**src/rtl/instr_issue_unit_if.sv**
```systemverilog
// ---------------------------------------------------------------------------
// instr_issue_unit_if
// Upstream instruction handshake between an instruction source and the
// instr_issue_unit.
//   in_valid  : source offers an instruction on in_instr
//   in_instr  : 16-bit instruction word
//   in_ready  : issue unit can accept an instruction this cycle
// Modports: master = instruction source, slave = issue unit.
// ---------------------------------------------------------------------------
interface instr_issue_unit_if;
    logic        in_valid;
    logic [15:0] in_instr;
    logic        in_ready;

    modport master (output in_valid, output in_instr, input in_ready);
    modport slave  (input in_valid, input in_instr, output in_ready);
endinterface

```
**src/rtl/instr_issue_unit.sv**
```systemverilog
// ---------------------------------------------------------------------------
// instr_issue_unit
// Latches one instruction at a time into a 16-bit IR, decodes its fields,
// hands it to a datapath controller with a one-cycle start pulse and waits
// for the controller's w flag to go busy and then idle again before taking
// the next instruction.
//
// Ports
//   clk              sole clock, rising edge
//   reset            asynchronous, active-low
//   up (slave)       in_valid / in_instr / in_ready upstream handshake
//   w                controller waiting flag (1 = idle/finished)
//   nsel             one-hot register select: 001 Rn, 010 Rd, 100 Rm
//   s                start pulse to controller (registered)
//   opcode/op/shift  IR[15:13] / IR[12:11] / IR[4:3]
//   sximm5/sximm8    IR[4:0] / IR[7:0] sign-extended to 16 bits
//   readnum/writenum register number picked by nsel (000 for other nsel)
//   done             one-cycle pulse when an issued instruction completes
//   err              one-cycle pulse on a rejected instruction
//   retired          wrapping count of completed instructions
//
// Build option: define ILLEGAL_OP_TRAP_EN to reject accepted instructions
// whose {opcode,op} is not a supported MOV/ALU encoding; err pulses and the
// instruction is never issued. Without it err is tied low.
//
// state     | meaning
// ----------+-----------------------------------------------------------
// IDLE      | ready for a new instruction (in_ready = 1)
// ISSUE     | s asserted for this single cycle
// WAIT_BUSY | waiting for the controller to drop w (it has seen s)
// WAIT_DONE | waiting for w to rise again; done pulses on that edge
// ---------------------------------------------------------------------------
module instr_issue_unit #(
    parameter int CNT_W = 8
) (
    input  logic             clk,
    input  logic             reset,
    instr_issue_unit_if.slave up,
    input  logic             w,
    input  logic [2:0]       nsel,
    output logic             s,
    output logic [2:0]       opcode,
    output logic [1:0]       op,
    output logic [1:0]       shift,
    output logic [15:0]      sximm5,
    output logic [15:0]      sximm8,
    output logic [2:0]       readnum,
    output logic [2:0]       writenum,
    output logic             done,
    output logic             err,
    output logic [CNT_W-1:0] retired
);

    typedef enum logic [1:0] {
        IDLE      = 2'd0,
        ISSUE     = 2'd1,
        WAIT_BUSY = 2'd2,
        WAIT_DONE = 2'd3
    } state_t;

    state_t      state;
    state_t      state_nxt;
    logic [15:0] ir;
    logic        accept;
    logic        illegal;
    logic        s_nxt;
    logic        done_nxt;
    logic        err_nxt;

    assign up.in_ready = (state == IDLE);
    assign accept      = up.in_valid & up.in_ready;

    // Legality is judged on the incoming word so the trap decision is made
    // on the same edge that loads the IR.
`ifdef ILLEGAL_OP_TRAP_EN
    always_comb begin
        case (up.in_instr[15:11])
            5'b11010, 5'b11000,
            5'b10100, 5'b10101,
            5'b10110, 5'b10111: illegal = 1'b0;
            default:            illegal = 1'b1;
        endcase
    end
`else
    assign illegal = 1'b0;
`endif

    // State register plus registered outputs
    always_ff @(posedge clk or negedge reset) begin
        if (!reset) begin
            state   <= IDLE;
            ir      <= '0;
            retired <= '0;
            s       <= 1'b0;
            done    <= 1'b0;
            err     <= 1'b0;
        end else begin
            state <= state_nxt;
            s     <= s_nxt;
            done  <= done_nxt;
            err   <= err_nxt;
            if (accept) begin
                ir <= up.in_instr;
            end
            if (done_nxt) begin
                retired <= retired + CNT_W'(1);
            end
        end
    end

    // Next-state logic
    always_comb begin
        state_nxt = state;
        case (state)
            IDLE: begin
                if (accept && !illegal) begin
                    state_nxt = ISSUE;
                end
            end
            ISSUE: begin
                state_nxt = WAIT_BUSY;
            end
            WAIT_BUSY: begin
                if (!w) begin
                    state_nxt = WAIT_DONE;
                end
            end
            WAIT_DONE: begin
                if (w) begin
                    state_nxt = IDLE;
                end
            end
            default: begin
                state_nxt = IDLE;
            end
        endcase
    end

    // Output logic: values the registered pulses take on the next edge
    always_comb begin
        s_nxt    = (state_nxt == ISSUE);
        done_nxt = (state == WAIT_DONE) && w;
        err_nxt  = accept && illegal;
    end

    // Field decode straight from the IR
    assign opcode = ir[15:13];
    assign op     = ir[12:11];
    assign shift  = ir[4:3];
    assign sximm5 = {{11{ir[4]}}, ir[4:0]};
    assign sximm8 = {{8{ir[7]}}, ir[7:0]};

    always_comb begin
        case (nsel)
            3'b001:  readnum = ir[10:8];
            3'b010:  readnum = ir[7:5];
            3'b100:  readnum = ir[2:0];
            default: readnum = 3'b000;
        endcase
    end

    assign writenum = readnum;

endmodule

```
**src/flat_wrapper.sv**
```systemverilog
// flat-port wrapper written by rule: the top's interface ports become plain ports
module instr_issue_unit_flat 
#(
    parameter int CNT_W = 8
)
  (clk, reset, w, nsel, s, opcode, op, shift, sximm5, sximm8, readnum, writenum, done, err, retired, up_in_valid, up_in_instr, up_in_ready);
  instr_issue_unit_if up_i ();
  input  logic clk;
  input  logic reset;
  input  logic w;
  input  logic [2:0] nsel;
  output logic s;
  output logic [2:0] opcode;
  output logic [1:0] op;
  output logic [1:0] shift;
  output logic [15:0] sximm5;
  output logic [15:0] sximm8;
  output logic [2:0] readnum;
  output logic [2:0] writenum;
  output logic done;
  output logic err;
  output logic [CNT_W-1:0] retired;
  input wire logic [$bits(up_i.in_valid)-1:0] up_in_valid;
  input wire logic [$bits(up_i.in_instr)-1:0] up_in_instr;
  output wire logic [$bits(up_i.in_ready)-1:0] up_in_ready;
  assign up_i.in_valid = up_in_valid;
  assign up_i.in_instr = up_in_instr;
  assign up_in_ready = up_i.in_ready;
  instr_issue_unit #(.CNT_W(CNT_W)) u_core (.clk(clk), .reset(reset), .up(up_i), .w(w), .nsel(nsel), .s(s), .opcode(opcode), .op(op), .shift(shift), .sximm5(sximm5), .sximm8(sximm8), .readnum(readnum), .writenum(writenum), .done(done), .err(err), .retired(retired));
endmodule
```
**config.mk**
```make
export PLATFORM = sky130hd
export DESIGN_NAME = instr_issue_unit_flat
export DESIGN_NICKNAME = d
export VERILOG_FILES = /design/src/rtl/instr_issue_unit_if.sv /design/src/rtl/instr_issue_unit.sv /design/src/flat_wrapper.sv
export SDC_FILE = /design/constraint.sdc
export NUM_CORES = 1
export LEC_CHECK = 0
export ABC_AREA = 1
export BUFFER_PORTS_ARGS = -buffer_cell sky130_fd_sc_hd__buf_2
export CAP_MARGIN = 30
export CORE_MARGIN = 2
export CORE_UTILIZATION = 30
export CTS_BUF_LIST = sky130_fd_sc_hd__clkbuf_8
export DETAILED_ROUTE_END_ITERATION = 6
export PLACE_DENSITY = 0.66
export SETUP_SLACK_MARGIN = 0.05
export SLEW_MARGIN = 30
export SYNTH_ARGS = -nofsm -noshare
export SYNTH_HDL_FRONTEND = slang
export SYNTH_SLANG_ARGS = --single-unit
```
**constraint.sdc**
```tcl
create_clock -name clk -period 1.3 [get_ports clk]
set_clock_uncertainty 0.05 [all_clocks]
set_input_delay 0.13 -clock clk [delete_from_list [all_inputs] [get_ports clk]]
set_output_delay 0.13 -clock clk [all_outputs]
set_load 0.01 [all_outputs]
```
# Yosys cells after proc, flatten, opt, wreduce, memory -nomap -nowiden
# Cells that the tools add are included.
dict set report word_totals {
  reg_bits 28
  inputBits 23
  elab_cells 21
}
dict set report op_classes {
  eq_ne 7
  muxes 5
  n_addsub 1
  n_reduce_logical 2
  bitwise_logic 1
}
# op count
set ops {}
lappend ops {{$pmux 3 s3} 1}
lappend ops {{$add 8x1->8 const B} 1}
lappend ops {{$pmux 2 s4} 1}
lappend ops {{$mux 2} 3}
lappend ops {{$eq 2x1->1 const B} 2}
lappend ops {{$eq 2x2->1 const B} 2}
lappend ops {{$eq 3x1->1 const B} 1}
lappend ops {{$eq 3x2->1 const B} 1}
lappend ops {{$eq 3x3->1 const B} 1}
lappend ops {{$logic_not 2->1} 1}
lappend ops {{$and 1x1->1} 1}
lappend ops {{$logic_and 1x1->1} 1}

# Depth between registers and ports, before layout
# Gate-level depths: netlist of the first run.
dict set report depth {
  depth_word 5
  ltp_mapped 6
}

# Worst setup path before layout of the first run
# No wires, ideal clock.
dict set report synth_path {
  path_kind {register to register}
  start {register u_core.state[0]}
  end {register u_core.ir[0]}
  n_path_buf 1
  setup_slack_ns 0.131
  t_required_ns 1.185
  stages_incl_launch_ff 7
  arrival_time_ns 1.054
  period_less_slack_ns 1.169
  path_cell_list {dfrtp_1 > nor2_2 > nand2_4 > inv_2 > buf_8 > nand2_1 > nand2_1}
}
dict set report synth_via {
  elab_chain_len 2
}
# element line_no
set synth_lines {}
lappend synth_lines {{start, declared} instr_issue_unit.sv:61} ;# state_t state;
lappend synth_lines {{start signal, assigned} instr_issue_unit.sv:98} ;# state <= state_nxt;
lappend synth_lines {{$logic_not 2->1} instr_issue_unit.sv:70} ;# assign up.in_ready = (state == IDLE);
lappend synth_lines {{net up_in_ready} flat_wrapper.sv:25} ;# output wire logic [$bits(up_i.in_ready)-1:0] up_in_ready;
lappend synth_lines {{$and 1x1->1} instr_issue_unit.sv:71} ;# assign accept = up.in_valid & up.in_ready;
lappend synth_lines {{end signal, assigned} instr_issue_unit.sv:103} ;# ir <= up.in_instr;
lappend synth_lines {{end, declared} instr_issue_unit.sv:63} ;# logic [15:0] ir;
# The timed path passes the listed nets, and every way through them passes these cells.
# A chain may end at the register's enable or synchronous reset.

# Final worst setup path of the first run
dict set report layout_path {
  start {register u_core.state[1]}
  end {output port up_in_ready}
}
dict set report layout_via {
  elab_chain_len 1
}
# element line_no
set layout_lines {}
lappend layout_lines {{$logic_not 2->1} instr_issue_unit.sv:70}
lappend layout_lines {{end, declared} flat_wrapper.sv:25}
# No other way between the ends.

==> flow_summary.toml, run 1 <==
[setup_path]
r2r_end = "u_core.ir[14]"
reg2reg_depth = 5
path_max_fanout = 4
crit_path_end_kind = "primary output"
critPathRequiredTime_ns = 1.12
reg2reg_slack_ns = 0.11
r2r_start = "u_core.state[1]"
crit_path_start_kind = "flop"
crit_end = "up_in_ready"
critical_path_class = "flop to primary output"
crit_start = "u_core.state[1]"
arrival_ns = 1.04

[routing]
detail-route-antenna-nets = 0
num_vias = 1271
wirelength_um = 3200
dr_wl_met2_um = 1590
dr.pass1.iters = 4
drc = 0
top_layer_used = "met4"
viasPerCell = 4.06
wl_met1_um = 1390
met3_length_um = 194
wl_per_cell_um = 10.2
drtIter0Drc = 50

[finish]
syn2layout_area_growth_pct = 25.0
final_nets = 268
drive_gt1_share_pct = 41.6
num_antenna_cells = 0
post-route-util_pct = 38.3

[timing]
hold_viol_final = 0
final.min_clock_period_ns = 1.22
setup_viol_count_final = 0
worst_pin_slew_ns = 0.638
rsz0062_at_grt = "true"
maxSlewViolCount = 0
maxSlewHeadroom_pct = 57.5
finalCritPeriodShare_pct = 94.2
fmax_mhz = 817
layout_setup_ws_ns = 0.0758
holdWs_ns = 0.00555
fin_tns_setup_ns = 0

[floorplanning]
fp.dieArea_sq_um = 5740
dieWidth_um = 75.8
die_h_um = 75.8
start_util_pct = 30.6
ios = 80
core_area_sq_um = 5040
rows = 26

[pwr]
p_sw_share_pct = 39.2
p_seq_share_pct = 36.8
power.leakage_uw = 0.00115
p_int_uw = 2510
max-vdd-ir-drop_uv = 801
total_power_uw = 4120
combPwrFrac_pct = 46.4
pwr-share-clk_pct = 16.8
p_sw_uw = 1610
p_per_area_nw_per_um2 = 2130

[grt]
grt_pass1_vias = 1020
grt_max_degree = 29
grtUsageTotal_pct = 10.7
grt_pass1_wl_um = 4570
overflow = 0
antenna_found_initial = 0

[synth]
synth_cells = 187
synth.yosys.warnings = 0
seq_area_frac_synth_pct = 45.3
ys_ff_latch = 28
syn_area_sq_um = 1550
yosys.cell_types.count = 20
synth_fp_nets = 211
postSynthAreaPerCell_sq_um = 8.26

[place]
io_buffers = 78
pre_cts_slack_ns = 0.0705
hpwl_um = 2350
gp_congestion = 0.646

[clock_network]
root_buffer = "clkbuf_8"
htreeDepth = 1
cts_buffer_depth = 2
cts_tree = "yes"
cts_buffers = 3
clock_latency_ns = 0.28
path_clk_slew_ns = 0.09
cts.sinks = 28

[outcome]
outcome = "complete, no violations"

[flow_run]
cap_violations = 0

[worst_hold_path]
hp-class = "input pin to flop"
==> stage by stage <==
stage,instances,cell area (sq um)
after global routing,313,1930
after global placement,291,1690
final,313,1930
after floorplan,187,1550
after detailed placement,291,1690
after CTS,306,1870
==> power by group through the flow <==
stage          logic [uW]  registers [uW]  clock network (uW)
6_report             1910            1520                 691
5_1_grt              2160            1570                 747
4_1_cts              1760            1540                 710
3_5_place_dp         1660            1580                   0
3_3_place_gp         1630            1570                   0
2_1_floorplan        1630            1560                   0
==> Yosys cell counts <==
master	number	share of area [%]
nand3_1	7	2.3
o21ai_0	1	0.32
buf_4	43	21
dfrtp_1	28	45
inv_2	1	0.24
xnor2_1	1	0.57
xor2_1	3	1.7
nand2_1	78	19
buf_8	1	0.97
nor2_2	2	0.81
nor3_1	1	0.32
conb_1	1	0.24
nand2_4	1	0.73
nor2_1	5	1.2
ha_1	1	0.81
inv_1	8	1.9
nand3b_1	2	0.97
buf_2	1	0.32
nand3_2	1	0.65
nor2_4	1	0.73
==> cells in the final DEF, fill, tap and decap left out, types with 2 or more instances in the layout <==
cell type      count
xor2_1             3
inv_1              8
nand3_2            2
nand2_1           78
buf_4             10
nand3b_1           2
dfrtp_2            2
dlygate4sd3_1      9
clkbuf_8           3
nand3_1            6
nor2_1             5
dfrtp_1           26
buf_2             78
nor2_4             2
==> registers in the layout, summed over array words and instances (netlist names) <==
register / cells
u_core.ir: 16
u_core.retired: 8
u_core.state: 2
u_core.done: 1
u_core.s: 1
==> metal layers <==
metal / vias to the layer above / track usage [%]
li1: 636 / -
met1: 584 / 12.6
met2: 46 / 19.0
met3: 5 / 3.57
met4: 0 / 2.34
met5: - / 0
==> layout make-up <==
cell class              count  area (sq um)
fillers                   507          3110
repair buffers             97           556
multi-input cells         105           478
well taps                  70          87.6
inverters                   9          36.3
clock buffers               3          41.3
flip-flops and latches     28           703
clock inverters             1          30.0
==> cell families after synthesis <==
group	after synthesis	share of synthesized area, %
other	1	0.243
buffers and inverters	54	24.4
and+or+nand+nor	98	26.6
AOI/OAI and AO/OA	1	0.324
adders and majority gates	1	0.810
xor gates and xnor gates	4	2.27
DFF	28	45.3
==> worst max-delay path, stage by stage (launching register included) <==
cell and delay, ns:
dfrtp_1 0.43, nor2_2 0.18, buf_2 0.16
==> repair_timing <==
item	CTS	global route
pin swaps	1	0
endpoints found under the hold margin	36	0
endpoints found under the setup margin	9	38
setup buffers	2	7
gates resized for setup	1	5
gates cloned	0	0
hold buffers	9	0
==> how the worst min path moves through the flow <==
stage                     slack [ns]                end  cells past startpoint            start
final                          0.006      u_core.ir[14]                      3  up_in_instr[14]
after global routing           0.003       u_core.ir[8]                      3   up_in_instr[8]
after CTS                     0.0001      u_core.ir[13]                      3  up_in_instr[13]
after detailed placement        0.14  u_core.retired[7]                      1            reset
after global placement          0.13  u_core.retired[5]                      1            reset
after floorplan                -0.22        u_core.done                      0            reset
Power figures use the tool's default switching activity.
==> inputs of run 2 (changes only) <==
--- a/config.mk
+++ b/config.mk
@@ -5,7 +5,6 @@
 export SDC_FILE = /design/constraint.sdc
 export NUM_CORES = 1
 export LEC_CHECK = 0
-export ABC_AREA = 1
 export BUFFER_PORTS_ARGS = -buffer_cell sky130_fd_sc_hd__buf_2
 export CAP_MARGIN = 30
 export CORE_MARGIN = 2
==> run 2 against run 1 <==
- the run now ends with negative setup slack left
- die area shrank 1.9%
- total power increased by 5.4%
- final area shrank 1.8%
- clock power down 24%
- via count is 19% lower
- combinational power rose by 17%
- register-to-register slack got worse by 0.13 ns
- global-route usage is 0.76 points lower
- hold slack improved by 0.028 ns
- largest cell class unchanged
==> flow_summary.toml, run 2 <==
[clock_network]
cts_tree = "yes"
cts_buffers = 3
cts_buffer_depth = 2
path_clk_slew_ns = 0.09
cts.sinks = 28
clock_latency_ns = 0.27
htreeDepth = 1
root_buffer = "clkbuf_8"

[timing]
maxSlewHeadroom_pct = 58.1
layout_setup_ws_ns = -0.0165
worst_pin_slew_ns = 0.629
fmax_mhz = 760
finalCritPeriodShare_pct = 101
setup_viol_count_final = 8
holdWs_ns = 0.0338
final.min_clock_period_ns = 1.32
hold_viol_final = 0
maxSlewViolCount = 0
rsz0062_at_grt = "true"

[place]
numPlacedInstances = 233
io_buffers = 78
gp_congestion = 0.693
hpwl_um = 2050

[routing]
drtIter0Drc = 25
viasPerCell = 4.17
dr_wl_met2_um = 1280
drc = 0
wl_met1_um = 1340
top_layer_used = "met4"
dr.pass1.iters = 4
met3_length_um = 186
wl_per_cell_um = 11.4
detail-route-antenna-nets = 0
wirelength_um = 2820
num_vias = 1033

[floorplanning]
ios = 80
die_h_um = 75.0
dieWidth_um = 75.0
fp.dieArea_sq_um = 5630
core_area_sq_um = 4790
rows = 25
start_util_pct = 31.6

[finish]
drive_gt1_share_pct = 68.5
num_antenna_cells = 0
syn2layout_area_growth_pct = 25.3
layout_common_cells = "buf_2 (77), dfrtp_1 (27), mux2_4 (16), buf_4 (10), nand2_1 (8)"
final_nets = 206
final_common_cell = "buf_2"
reg_top3 = "u_core.ir x16, u_core.retired x8, u_core.state x2"
largest_reg_flops = 16
stdcell_count = 248
max_flop_register = "u_core.ir"

[worst_hold_path]
whs_endpoint = "u_core.ir[0]"
hp-class = "input pin to flop"
min_from = "up_in_instr[0]"
whs_path_depth = 2

[grt]
grt_pass1_vias = 964
overflow = 0
grt_pass1_wl_um = 4340
grt_max_degree = 29
antenna_found_initial = 0
grtUsageTotal_pct = 9.95

[synth]
yosys-top-cells-area = "dfrtp_1 (46%), buf_4 (21%), mux2_4 (7.9%)"
seq_area_frac_synth_pct = 46.3
synth_edf_count = 0
syn_area_sq_um = 1510
synth_cells = 130
synth_ff_type = "dfrtp_1"
postSynthAreaPerCell_sq_um = 11.6
yosys.cell_types.count = 24
synth_fp_nets = 154
ys_top_cells_by_count = "buf_4 (43), dfrtp_1 (28), mux2_2 (8), mux2_4 (8), nand2_1 (8)"
synth_area_leader_cell = "dfrtp_1"
synth.most_common_cell = "buf_4"
synth.yosys.warnings = 0
ys_ff_latch = 28
yosysTopAreaCellShare_pct = 46.3
async_flop_share_pct = 100

[setup_path]
r2r_end = "u_core.ir[7]"
crit_path_start_kind = "flop"
r2r_start = "u_core.state[1]"
critical_path_class = "flop to flop"
critPathRequiredTime_ns = 1.41
crit_path_end_kind = "flop"
crit_start = "u_core.state[1]"
path_max_fanout = 8
reg2reg_depth = 4
arrival_ns = 1.42
reg2reg_slack_ns = -0.02

[pwr]
power.leakage_uw = 0.00101
max-vdd-ir-drop_uv = 1040
p_per_area_nw_per_um2 = 2290
combPwrFrac_pct = 51.3
pwr-share-clk_pct = 12.1
total_power_uw = 4340
p_sw_uw = 1600
p_seq_share_pct = 36.5
p_sw_share_pct = 36.9
p_int_uw = 2740

[flow_run]
cap_violations = 0

[outcome]
violations = "negative setup slack"
outcome = "complete, but fails checks"
[run 2: changes by cell type in the layout (fill, tap and decap cells not counted), moves of 5 or more]
| cell | change |
|---|---|
| nand2_1 | -70 |
| mux2_4 | +16 |
| dlygate4sd3_1 | -8 |
| inv_1 | -7 |
| nand3_1 | -5 |
[run 2: logic make-up after synthesis]
group / Yosys count / share of synthesized area [%]
multiplexers: 16 / 13.9
AO/OA/AOI/OAI: 7 / 3.06
buffers and inverters: 47 / 23.9
adder cells (fa/ha/maj): 1 / 0.826
flip-flops: 28 / 46.3
other: 1 / 0.248
XOR/XNOR: 7 / 4.05
AND/OR/NAND/NOR: 23 / 7.77
[run 2: cell type report]
type / count / area [sq um]
Multi-Input combinational cell: 55 / 524
Inverter: 2 / 7.51
Sequential cell: 28 / 702
Tap cell: 67 / 83.8
Clock buffer: 4 / 55.1
Timing Repair Buffer: 92 / 524
Fill cell: 497 / 2890
[run 2: power by group through the flow]
stage                     sequential (uW)  combinational [uW]  clock (uW)
after CTS                            1570                2220         562
after detailed placement             1610                1870           0
final                                1590                2230         527
after global placement               1610                1830           0
after global routing                 1660                2440         594
after floorplan                      1580                1880           0
[run 2: layer usage]
metal  track usage [%]  vias to the layer above
li1                  -                      487
met1              13.4                      492
met2              16.5                       52
met3              1.61                        2
met4              2.98                        0
met5                 0                        -
[run 2: worst max-delay path by stage]
stage                               to  slack [ns]  cells after the start
final                     u_core.ir[7]       -0.02                      4
after global routing      u_core.ir[7]       -0.08                      4
after CTS                 u_core.ir[7]       -0.02                      4
after detailed placement  u_core.ir[7]       -0.11                      3
after global placement    u_core.ir[6]       -0.07                      3
after floorplan           u_core.ir[0]       -0.11                      5
[run 2: critical path: stages, from the launching register on]
cell and delay [ns]:
dfrtp_1 0.42, nor2_4 0.12, and2_4 0.18, buf_12 0.14, mux2_4 0.30
[run 2: repair_timing]
action                                 CTS  global route
hold buffers                             1             0
endpoints found under the hold margin   28             0
pin swaps                                2             2
gates resized for setup                 15             9
setup endpoints to repair               22            46
buffers inserted                        10             0
[run 2: metrics by stage]
stage	util, %	setup slack [ns]	area (sq um)	TNS [ns]
4_1_cts	38.9	-0.0216	1860	-0.113
5_1_grt	39.6	-0.0784	1900	-0.896
3_3_place_gp	34.7	-0.0734	1660	-0.832
6_report	39.6	-0.0165	1900	-0.0777
2_1_floorplan	-	-0.107	1520	-0.925
3_5_place_dp	34.7	-0.111	1660	-1.29
==> inputs of run 3 (changes only) <==
--- a/config.mk
+++ b/config.mk
@@ -12,8 +12,8 @@
 export CTS_BUF_LIST = sky130_fd_sc_hd__clkbuf_8
 export DETAILED_ROUTE_END_ITERATION = 6
 export PLACE_DENSITY = 0.66
-export SETUP_SLACK_MARGIN = 0.05
-export SLEW_MARGIN = 30
+export SETUP_SLACK_MARGIN = 0.15
+export SLEW_MARGIN = 5
 export SYNTH_ARGS = -nofsm -noshare
 export SYNTH_HDL_FRONTEND = slang
 export SYNTH_SLANG_ARGS = --single-unit
==> run 3 against run 2 <==
- the run still ends with negative setup slack left
- utilization rose by 6.1 points
- critical path depth is the same
- fmax down 1.4%
- non-clock buffer count grew 7
- sequential cell count unchanged
- critical endpoint is now u_core.ir[11]
- largest cell class is now buffers
==> flow_summary.toml, run 3 (synthesis gave the netlist of run 2 again) <==
[clock_network]
path_clk_slew_ns = 0.10
cts.sinks = 28
cts_tree = "yes"
root_buffer = "clkbuf_8"
htreeDepth = 1
clock_latency_ns = 0.27
cts_buffer_depth = 2
cts_buffers = 3

[setup_path]
critPathRequiredTime_ns = 1.41
arrival_ns = 1.45
crit_path_end_kind = "flop"
path_max_fanout = 6
crit_path_start_kind = "flop"
reg2reg_depth = 4
critical_path_class = "flop to flop"

[timing]
fin_tns_setup_ns = -0.368
layout_setup_ws_ns = -0.0352
fmax_mhz = 749
maxSlewViolCount = 0
final.min_clock_period_ns = 1.34
setup_viol_count_final = 16
finalCritPeriodShare_pct = 103
hold_viol_final = 0
rsz0062_at_grt = "true"

[place]
hpwl_um = 2240
pre_cts_slack_ns = -0.0542
gp_congestion = 0.650
io_buffers = 78

[routing]
drc = 0
dr.pass1.iters = 4
wirelength_um = 3260
num_vias = 1070
drtIter0Drc = 37
detail-route-antenna-nets = 0
wl_per_cell_um = 12.8
viasPerCell = 4.20

[worst_hold_path]
whs_path_depth = 2
hp-class = "input pin to flop"

[pwr]
power.leakage_uw = 0.00113
p_per_area_nw_per_um2 = 2420
max-vdd-ir-drop_uv = 1690

[finish]
max_flop_register = "u_core.ir"
syn2layout_area_growth_pct = 44.5
reg_top3 = "u_core.ir x16, u_core.retired x8, u_core.state x2"
layout_common_cells = "buf_2 (57), buf_6 (30), dfrtp_1 (26), mux2_4 (16), nand2_1 (8)"
largest_reg_flops = 16
drive_gt1_share_pct = 71.8
num_antenna_cells = 0
n_fill_cell = 449
final_nets = 213
final_common_cell = "buf_2"
post-route-util_pct = 45.7

[grt]
grt_pass1_vias = 953
antenna_found_initial = 0
overflow = 0
grt_max_degree = 17
grt_pass1_wl_um = 4410
grtUsageTotal_pct = 10.4

[floorplanning]
ios = 80
dieWidth_um = 75.0
core_area_sq_um = 4790
start_util_pct = 31.6
die_h_um = 75.0
rows = 25
fp.dieArea_sq_um = 5630

[outcome]
outcome = "complete, but fails checks"
violations = "negative setup slack"

[flow_run]
cap_violations = 0
run 3: per-layer routing:
layer  routed length [um]  up-vias  part of all wire [%]  global-route usage (%)
met5                    0        -                     0                       0
met4                   19        0                  0.58                    1.79
met3                  201        2                   6.2                    2.81
met2                 1700       46                    52                    18.8
met1                 1340      522                    41                    12.4
li1                     -      500                     -                       -
run 3: cell type report:
class / count / area [sq um] / area share [%]
Timing Repair Buffer: 99 / 766 / 35.0
Sequential cell: 28 / 703 / 32.1
Multi-Input combinational cell: 55 / 554 / 25.3
Tap cell: 67 / 83.8 / 3.83
Clock buffer: 3 / 41.3 / 1.89
Clock inverter: 1 / 30.0 / 1.37
Inverter: 2 / 10.0 / 0.457
run 3: path summary, 6_finish.rpt:
check / start / end / slack, ns
setup / recovery: u_core.state[0] / u_core.ir[11] / -0.04
hold / removal: up_in_instr[14] / u_core.ir[14] / 0.02
setup reg to reg: u_core.state[0] / u_core.ir[11] / -0.04
hold reg to reg: u_core.retired[7] / u_core.retired[7] / 0.42
max in group asynchronous: reset / u_core.ir[4] / 0.56
min in group asynchronous: reset / u_core.ir[0] / 0.24
run 3: critical path, stage by stage (launching register included):
cell and delay [ns]:
dfrtp_1 0.42, nor2_4 0.12, and2_4 0.20, buf_6 0.15, mux2_4 0.30
run 3: where the power goes:
group	total [uW]	internal (uW)	leakage, uW	switching (uW)
Sequential	1570	1240	0.000343	329
Combinational	3030	1830	0.000747	1210
Clock	693	412	0.0000357	280
run 3: timing repair:
action / 4_1_cts / 5_1_grt
gates cloned: 0 / 1
buffers inserted: 7 / 5
hold endpoints to repair: 24 / 0
pin swaps: 7 / 2
hold buffers: 1 / 0
setup endpoints to repair: 47 / 53
gates resized for setup: 23 / 37
run 3: metrics by stage:
stage          power [uW]  hold slack, ns  cell area [sq um]  cells
6_report             5290          0.0230               2190    255
5_1_grt              5620          0.0204               2190    255
4_1_cts              4580          0.0230               1940    249
3_5_place_dp         3550          0.0126               1720    237
3_3_place_gp         3520         0.00524               1720    237
2_1_floorplan        3470          -0.216               1520    130
